<file path="src/rtl/uart_pkg.sv">
// Shared constants and baud-FSM state type for the UART receive-side control slice.
package uart_pkg;

  localparam int               BAUD_W       = 13;
  localparam int               DATA_W       = 8;
  localparam logic [BAUD_W-1:0] DEFAULT_BAUD = 13'd5207;

  typedef enum logic {
    IDLE_APPLY = 1'b0,
    WAIT_IDLE  = 1'b1
  } baud_state_e;

endpackage

</file>
<file path="src/rtl/uart_sync_fifo.sv">
// Synchronous receive FIFO with registered read port and registered occupancy flags.
module uart_sync_fifo
  import uart_pkg::*;
#(
  parameter int DEPTH_LOG2 = 4
) (
  input  logic                  SCLK,
  input  logic                  RST_n,
  input  logic                  wr_en_i,
  input  logic [DATA_W-1:0]     wr_data_i,
  input  logic                  rd_en_i,
  output logic [DATA_W-1:0]     rd_data_o,
  output logic                  rd_valid_o,
  output logic [DEPTH_LOG2:0]   count_o,
  output logic                  empty_o,
  output logic                  full_o,
  output logic                  rd_accept_o,
  output logic                  drop_o
);

  localparam int DEPTH = 2 ** DEPTH_LOG2;

  logic [DATA_W-1:0]     mem_q [DEPTH];
  logic [DEPTH_LOG2-1:0] wr_ptr_q, rd_ptr_q;
  logic [DEPTH_LOG2:0]   count_q, count_d;
  logic                  empty_q, full_q;
  logic [DATA_W-1:0]     rd_data_q;
  logic                  rd_valid_q;
  logic                  wr_acc, rd_acc;

  // A pop frees a slot in the same cycle, so a write into a full FIFO is accepted alongside it.
  always_comb begin
    rd_acc  = rd_en_i && !empty_q;
    wr_acc  = wr_en_i && (!full_q || rd_acc);
    count_d = count_q;
    case ({wr_acc, rd_acc})
      2'b10:   count_d = count_q + 1'b1;
      2'b01:   count_d = count_q - 1'b1;
      default: count_d = count_q;
    endcase
  end

  // NOTE: storage has no reset; only pointers and flags define what is valid.
  always_ff @(posedge SCLK) begin
    if (wr_acc) mem_q[wr_ptr_q] <= wr_data_i;
  end

  // NOTE: sequential state uses non-blocking assignments so every register samples pre-edge values.
  always_ff @(posedge SCLK or negedge RST_n) begin
    if (!RST_n) begin
      wr_ptr_q   <= '0;
      rd_ptr_q   <= '0;
      count_q    <= '0;
      empty_q    <= 1'b1;
      full_q     <= 1'b0;
      rd_data_q  <= '0;
      rd_valid_q <= 1'b0;
    end else begin
      if (wr_acc) wr_ptr_q <= wr_ptr_q + 1'b1;
      if (rd_acc) begin
        rd_ptr_q  <= rd_ptr_q + 1'b1;
        rd_data_q <= mem_q[rd_ptr_q];
      end
      rd_valid_q <= rd_acc;
      count_q    <= count_d;
      empty_q    <= (count_d == '0);
      full_q     <= (count_d == (DEPTH_LOG2+1)'(DEPTH));
    end
  end

  assign rd_data_o   = rd_data_q;
  assign rd_valid_o  = rd_valid_q;
  assign count_o     = count_q;
  assign empty_o     = empty_q;
  assign full_o      = full_q;
  assign rd_accept_o = rd_acc;
  assign drop_o      = wr_en_i && full_q && !rd_acc;

endmodule

</file>
<file path="src/rtl/uart_rx_ctrl.sv">
// UART receive-side controller: between-frame baud divisor updates, receive FIFO,
// sticky overflow and idle-timeout interrupt.
module uart_rx_ctrl #(
  parameter int          DEPTH_LOG2   = 4,
  parameter logic [12:0] DEFAULT_BAUD = uart_pkg::DEFAULT_BAUD,
  parameter int          TIMEOUT_BITS = 40
) (
  input  logic                          SCLK,
  input  logic                          RST_n,
  input  logic                          cfg_baud_wr,
  input  logic [uart_pkg::BAUD_W-1:0]   cfg_baud_data,
  output logic [uart_pkg::BAUD_W-1:0]   baud_div,
  output logic                          baud_pending,
  input  logic                          rx_done,
  input  logic [uart_pkg::DATA_W-1:0]   rx_data,
  input  logic                          rx_busy,
  input  logic                          rd_en,
  output logic [uart_pkg::DATA_W-1:0]   rd_data,
  output logic                          rd_valid,
  output logic [DEPTH_LOG2:0]           fifo_count,
  output logic                          fifo_empty,
  output logic                          fifo_full,
  output logic                          overflow,
  input  logic                          ovf_clr,
  output logic                          timeout_irq
);

  import uart_pkg::*;

  localparam int TICK_W = $clog2(TIMEOUT_BITS + 1);

  baud_state_e       state_q, state_d;
  logic [BAUD_W-1:0] baud_q, baud_d, shadow_q, shadow_d;
  logic              pending_q, pending_d;
  logic              ovf_q, ovf_d;
  logic [BAUD_W-1:0] bit_cnt_q, bit_cnt_d;
  logic [TICK_W-1:0] tick_cnt_q, tick_cnt_d;
  logic              irq_q, irq_d;
  logic              rd_acc, drop, tick, cnt_clr;

  uart_sync_fifo #(.DEPTH_LOG2(DEPTH_LOG2)) u_fifo (
    .SCLK        (SCLK),
    .RST_n       (RST_n),
    .wr_en_i     (rx_done),
    .wr_data_i   (rx_data),
    .rd_en_i     (rd_en),
    .rd_data_o   (rd_data),
    .rd_valid_o  (rd_valid),
    .count_o     (fifo_count),
    .empty_o     (fifo_empty),
    .full_o      (fifo_full),
    .rd_accept_o (rd_acc),
    .drop_o      (drop)
  );

  // NOTE: every always_comb output gets a default first so no latch is inferred.
  always_comb begin
    state_d   = state_q;
    baud_d    = baud_q;
    shadow_d  = shadow_q;
    pending_d = pending_q;
    case (state_q)
      IDLE_APPLY: begin
        if (cfg_baud_wr) begin
          if (!rx_busy) begin
            baud_d = cfg_baud_data;
          end else begin
            shadow_d  = cfg_baud_data;
            pending_d = 1'b1;
            state_d   = WAIT_IDLE;
          end
        end
      end
      WAIT_IDLE: begin
        if (cfg_baud_wr) shadow_d = cfg_baud_data;
        if (!rx_busy) begin
          baud_d    = cfg_baud_wr ? cfg_baud_data : shadow_q;
          pending_d = 1'b0;
          state_d   = IDLE_APPLY;
        end
      end
      default: state_d = IDLE_APPLY;
    endcase
  end

  // Idle timer only runs while bytes sit unread and the line is quiet.
  always_comb begin
    ovf_d      = drop ? 1'b1 : (ovf_clr ? 1'b0 : ovf_q);
    tick       = (bit_cnt_q >= baud_q);
    cnt_clr    = rx_done || rx_busy || fifo_empty || rd_acc;
    bit_cnt_d  = bit_cnt_q + 1'b1;
    tick_cnt_d = tick_cnt_q;
    if (cnt_clr) begin
      bit_cnt_d  = '0;
      tick_cnt_d = '0;
    end else if (tick) begin
      bit_cnt_d = '0;
      if (tick_cnt_q != TICK_W'(TIMEOUT_BITS)) tick_cnt_d = tick_cnt_q + 1'b1;
    end
    irq_d = irq_q;
    if (rd_acc || rx_done)                        irq_d = 1'b0;
    else if (tick_cnt_d == TICK_W'(TIMEOUT_BITS)) irq_d = 1'b1;
  end

  always_ff @(posedge SCLK or negedge RST_n) begin
    if (!RST_n) begin
      state_q    <= IDLE_APPLY;
      baud_q     <= DEFAULT_BAUD;
      shadow_q   <= DEFAULT_BAUD;
      pending_q  <= 1'b0;
      ovf_q      <= 1'b0;
      bit_cnt_q  <= '0;
      tick_cnt_q <= '0;
      irq_q      <= 1'b0;
    end else begin
      state_q    <= state_d;
      baud_q     <= baud_d;
      shadow_q   <= shadow_d;
      pending_q  <= pending_d;
      ovf_q      <= ovf_d;
      bit_cnt_q  <= bit_cnt_d;
      tick_cnt_q <= tick_cnt_d;
      irq_q      <= irq_d;
    end
  end

  assign baud_div     = baud_q;
  assign baud_pending = pending_q;
  assign overflow     = ovf_q;
  assign timeout_irq  = irq_q;

endmodule

</file>
<file path="config.mk">
export PLATFORM = sky130hd
export DESIGN_NAME = uart_rx_ctrl
export DESIGN_NICKNAME = d
export VERILOG_FILES = /design/src/rtl/uart_pkg.sv /design/src/rtl/uart_sync_fifo.sv /design/src/rtl/uart_rx_ctrl.sv
export SDC_FILE = /design/constraint.sdc
export NUM_CORES = 1
export LEC_CHECK = 0
export CORE_UTILIZATION = 25
export CTS_CLUSTER_DIAMETER = 200
export DETAILED_ROUTE_END_ITERATION = 10
export PLACE_DENSITY = 0.37
export SYNTH_ARGS = -nofsm -noshare
export SYNTH_HDL_FRONTEND = slang
export SYNTH_SLANG_ARGS = --single-unit
</file>
<file path="constraint.sdc">
create_clock -name SCLK -period 4.4 [get_ports SCLK]
set_clock_uncertainty 0.2 [all_clocks]
set_input_delay 1.32 -clock SCLK [delete_from_list [all_inputs] [get_ports SCLK]]
set_output_delay 1.32 -clock SCLK [all_outputs]
set_load 0.02 [all_outputs]
</file>
# After elaboration in Yosys (flattened, before gate mapping)
# Memories as Yosys holds them, arrays and structs flattened. A register that Yosys moved wholly into a read port is not among the register bits.
# Index checks and enable logic that the tools add are counted.
[word_totals]
inputBits = 28
output_inout_bits = 32
n_memories = 1
register_bits = 65
ramBits = 128
elab_cells = 78
[mem_list]
columns = ["name", "depth", "word_bits", "read_ports", "rd_clocked_by_memory_dff", "wr", "line", "source"]
rows = [
  ["u_fifo.mem_q", 16, 8, 1, 1, 1, "uart_sync_fifo.sv:23", "logic [DATA_W-1:0] mem_q [DEPTH];"],
]
[op_classes]
reduce_logical = 19
mux = 27
eq_ne = 9
n_lt_le_gt_ge = 1
add_sub_neg = 6
n_bitwise = 1
[op_table]
columns = ["cell", "count"]
rows = [
  ["2-to-1 mux 13 bit", 8],
  ["case mux 13 bit (2 select lines)", 2],
  ["2-to-1 mux 6 bit", 3],
  ["adder 13 x 1 -> 13 bit (second input constant)", 1],
  ["greater-or-equal comparator 13 bit", 1],
  ["2-to-1 mux 1 bit", 11],
  ["case mux 5 bit (2 select lines)", 1],
  ["adder 4 x 1 -> 4 bit (second input constant)", 2],
  ["!= test 2 bit (second input constant)", 4],
  ["adder 6 x 1 -> 6 bit (second input constant)", 1],
  ["equality test 6 bit (second input constant)", 1],
  ["!= test 6 bit (second input constant)", 1],
  ["AND reduction 3 bit", 2],
  ["adder 5 x 1 -> 5 bit (second input constant)", 1],
  ["equality test 5 bit (second input constant)", 1],
  ["logical NOT 5 bit", 1],
  ["logical OR 1 bit", 5],
  ["subtractor 5 x 1 -> 5 bit (second input constant)", 1],
  ["logical AND 1 bit", 4],
  ["logical NOT 1 bit", 4],
  ["case mux 1 bit (2 select lines)", 2],
  ["nonzero test 2 bit", 2],
  ["equality test 2 x 1 -> 1 bit (second input constant)", 1],
  ["equality test 2 bit (second input constant)", 1],
  ["other kinds (2)", 2],
]

# Longest topological paths before layout
[logic_depth]
depth_word = 7
mapped_depth = 13
mapped_depth_nobuf = 12

# By module
# A second synthesis with hierarchy kept.
[hier_totals]
cells_unflattened = 608
area_unflattened_um2 = 8747.1
[modules_own_cells]
columns = ["mod", "cells_each", "area_per_inst_um2", "seq_area_each_um2", "n_inst"]
rows = [
  ["uart_sync_fifo", 354, 6158.4, 4445.5, 1],
  ["uart_rx_ctrl", 254, 2588.7, 1243.7, 1],
]

# Worst setup path after synthesis
# Ideal clock, no wire load.
[synth_path]
path_kind = "input to register"
start = "in rd_en"
end = "reg u_fifo.full_q (netlist: u_fifo.full_o)"
setup_time_ns = 0.073
path_buffers = 1
t_required_ns = 4.127
arrival_time_ns = 3.489
path_stages = 13
path_slack_ns = 0.638
cell_sequence = "nand2b_1 > nand2_1 > and2_1 > clkbuf_1 > inv_1 > ha_1 > ha_1 > a21o_1 > a21oi_1 > xnor2_1 > mux2i_1 > or4b_1 > nor2b_1"
[synth_via]
elab_chain_len = 6
elab_cells_between_ends = 7
classes_between = "eq/ne (3); mux (1); reduce/logical (3)"
[synth_rtl]
columns = ["element", "line", "source"]
rows = [
  ["start: declaration", "uart_rx_ctrl.sv:17", "input logic rd_en,"],
  ["logical AND 1 bit (*)", "uart_sync_fifo.sv:33", "rd_acc = rd_en_i && !empty_q;"],
  ["logical OR 1 bit", "uart_sync_fifo.sv:34", "wr_acc = wr_en_i && (!full_q || rd_acc);"],
  ["logical AND 1 bit", "uart_sync_fifo.sv:34", ""],
  ["equality test 2 x 1 -> 1 bit or equality test 2 bit (tied branches)", "uart_sync_fifo.sv:36", "case ({wr_acc, rd_acc})"],
  ["case mux 5 bit (2 select lines) (*)", "uart_sync_fifo.sv:36", ""],
  ["equality test 5 bit (*)", "uart_sync_fifo.sv:67", "full_q <= (count_d == (DEPTH_LOG2+1)'(DEPTH));"],
  ["end signal: assignment", "uart_sync_fifo.sv:67", ""],
  ["end: declaration", "uart_sync_fifo.sv:26", "logic empty_q, full_q;"],
]
# Every way passes the cells marked *; elsewhere a longest branch is shown, timed or not.
# A chain may end at the register's enable or synchronous reset.

# Worst setup path after layout
# Ends and elaborated chain as after synthesis.

==> run summary <==
Initial antenna violation count: 0
P_int: 4.20 mW
Vias in the first global route: 5268
Sequential area share after synthesis: 65.2%
H-tree depth: 1
Complex-gate fraction of the synthesized area: 6.51%
WHS: 0.281 ns
Slowest stage delay, CP: 0.48 ns
Count of clock tree sinks: 201
Diodes inserted: 0
Ranking of synthesized cells by area: edfxtp_1 44%, dfrtp_1 17%, mux2i_1 5.4%
Die H: 189 um
Post-Syn Instances: 603
Num CTS Buffers: 24
Area Overhead vs Synth: 21.5%
Synth Area in XOR/XNOR: 2.61%
Total wire length: 21000 um
Most used cell, CP: ha_1
Via count: 4954
Synth async-reset ratio: 36.3%
Syn avg cell area: 14.5 sq um
IO buf count: 59
CP startpoint kind: input port
Reg clk slew, reported paths: 0.06 ns
Yosys cell types: 46
Crit path cell chain: clkdlybuf4s50_1 > nand2b_1 > nand2_1 > and2_1 > inv_1 > ha_1 > ha_1 > a21o_1 > a21oi_1 > xnor2_1 > mux2i_1 > or4b_1 > nor2b_1
Core Area: 34500 sq um
Clk buf depth: 3
Sw frac: 32.2%
Largest net degree at the start of global routing: 74
Final Critical Period: 3.79 ns
Setup bufs post-CTS: 0
Synth Register Bits: 201
DPL Wire Length: 14100 um
CP Data Required Time: 4.63 ns
First-pass GRT wire length: 32500 um
CTS root buf: clkbuf_16
Hold Path Class: reg2reg
Setup crit end kind: register
Post-Synth Adder-Cell Area: 4.24%
WS Path Type: in2reg
Yosys top cell area share: 44.0%
Synth warn: 0
Worst EP arrival: 4.02 ns
Crit path buffers/inverters: 2
Initial Util: 25.3%
# hold bufs at CTS: 0
Pwr dens: 584 nW/um^2
Fin. max-slew vios: 0
Syn Nets: 660
Max FO, Critical Path: 5
Initial DRC count: 206
Via density: 4.33
Fillers: 3388
Overall die width: 189 um
Register area: 5690 sq um
Sequential power share: 40.3%
Mapped cell area: 8730 sq um
Peak VDD IR: 0.284 mV
Layout cell share with drive strength beyond 1: 15.0%
Net Sw Power: 2.00 mW
Area of the multi-input gates: 2820 sq um
Main combinational cell family by area after synthesis: multiplexers
Row Count: 68
Post-Synth Simple-Gate Area: 7.48%
Logic gate share of total power: 29.5%
Most common cell in the netlist: edfxtp_1
RePlAce Congestion: 0.728
Master of the slowest instance on the critical path: or4b_1
Number of synthesized flops with an enable pin: 128
MaxCap Viol Count: 0
RSZ-0062 raised after global routing: no
Fin Setup TNS: 0 ns
P_leak: 4.04 nW
Area leader, netlist: edfxtp_1
Achievable frequency: 264 MHz
Worst-margin pin slew: 1.01 ns
CP top delay family: simple AND/OR/NAND/NOR gates
Die Area: 35700 sq um
IO Pins: 60
Gr usage total: 12.0%
Remaining DRCs: 0
Cts repair resizes: 0
Most instantiated cells after synthesis: 128 x edfxtp_1, 59 x nand2_1, 58 x dfrtp_1, 47 x mux2i_1, 31 x inv_1
Nets@finish: 727
CTS tree: built
Clk network pwr share: 30.2%
Setup-failing EPs final: 0
Pre-antenna DRT Iters: 4
Fin. Hold Viols: 0
GRT overflow: 0
Avg WL per Cell: 18.4 um
Fin crit share: 86.1%
Post-synthesis mux area share: 11.5%
Run status: finished clean
Worst skew pair latency: 0.52 ns
Post-DRT Antenna Nets: 0
Slew Limit Headroom: 32.5%
Post-synth top flop: edfxtp_1
-- power groups by stage --
stage / combinational (mW) / clock [mW] / sequential, mW
finish: 1.83 / 1.87 / 2.50
global route: 2.01 / 2.01 / 2.53
CTS: 1.88 / 1.95 / 2.50
detailed placement: 1.87 / 0 / 2.54
global placement: 1.86 / 0 / 2.53
floorplan: 1.09 / 0 / 2.58
-- per-stage QoR --
stage	power (mW)	worst slack (ns)	std cells	cell area, sq um	utilization (%)
2_1_floorplan	3.66	0.638	603	8730	-
3_3_place_gp	4.39	0.150	1099	9840	28.6
3_5_place_dp	4.41	0.0637	1099	9840	28.6
4_1_cts	6.33	0.611	1143	10600	30.8
5_1_grt	6.55	0.385	1143	10600	30.8
6_report	6.20	0.613	1143	10600	30.8
-- cells in the final DEF, fill, tap and decap left out, types with 24 or more instances in the layout --
cell type        count
dfrtp_1             57
edfxtp_1           128
inv_1               31
nand2_1             59
o221ai_1            24
clkbuf_16           24
ha_1                28
mux2i_1             47
clkdlybuf4s50_1     58
o21ai_0             24
nor2_1              26
-- cell type report --
cell class              count  area share [%]
clock buffers              36            6.65
clock inverters             8           0.531
inverters                  32            1.13
multi-input cells         346            26.6
flip-flops and latches    201            53.7
well taps                 455            5.37
repair buffers             65            6.09
-- tightest hold or removal path, cell delays in order (launching register included) --
cell,delay (ns)
dfrtp_1,0.34
nand2_1,0.04
o21ai_0,0.06
-- kinds of logic (layout without fill, tap and decap cells) --
kind of cell / count (synthesis) / count (layout)
AOI/OAI and AO/OA: 75 / 75
adders and majority gates: 29 / 29
buffers and inverters: 56 / 141
muxes: 78 / 78
and+or+nand+nor: 138 / 138
DFF: 201 / 201
xor gates and xnor gates: 26 / 26
-- path summary, 6_finish.rpt --
path | to | from | cells after the start | slack, ns
max | u_fifo.full_o$_DFF_PN0_ | rd_en | 13 | 0.61
min | u_fifo.rd_data_o[0]$_DFFE_PN0P_ | u_fifo.rd_data_o[0]$_DFFE_PN0P_ | 2 | 0.28
max reg2reg | u_fifo.full_o$_DFF_PN0_ | u_fifo.empty_o$_DFF_PN1_ | 12 | 1.30
min reg2reg | u_fifo.rd_data_o[0]$_DFFE_PN0P_ | u_fifo.rd_data_o[0]$_DFFE_PN0P_ | 2 | 0.28
max in group asynchronous | u_fifo.rd_ptr_q[0]$_DFFE_PN0P_ | RST_n | 1 | 2.51
min in group asynchronous | shadow_q[7]$_DFFE_PN0P_ | RST_n | 1 | 0.79
-- sequential cells by signal, summed over array words and instances (netlist names), 4 cells and up --
register          cells
baud_div             13
bit_cnt_q            13
shadow_q             13
tick_cnt_q            6
u_fifo.count_o        5
u_fifo.mem_q        128
u_fifo.rd_data_o      8
u_fifo.rd_ptr_q       4
u_fifo.wr_ptr_q       4
-- per-layer routing --
metal | routed length, um | track usage (%)
met1 | 9740 | 16.2
met2 | 10000 | 19.9
met5 | 0 | 0
met3 | 892 | 2.25
met4 | 342 | 2.98
Note: power is estimated with default switching activity, not from simulation.
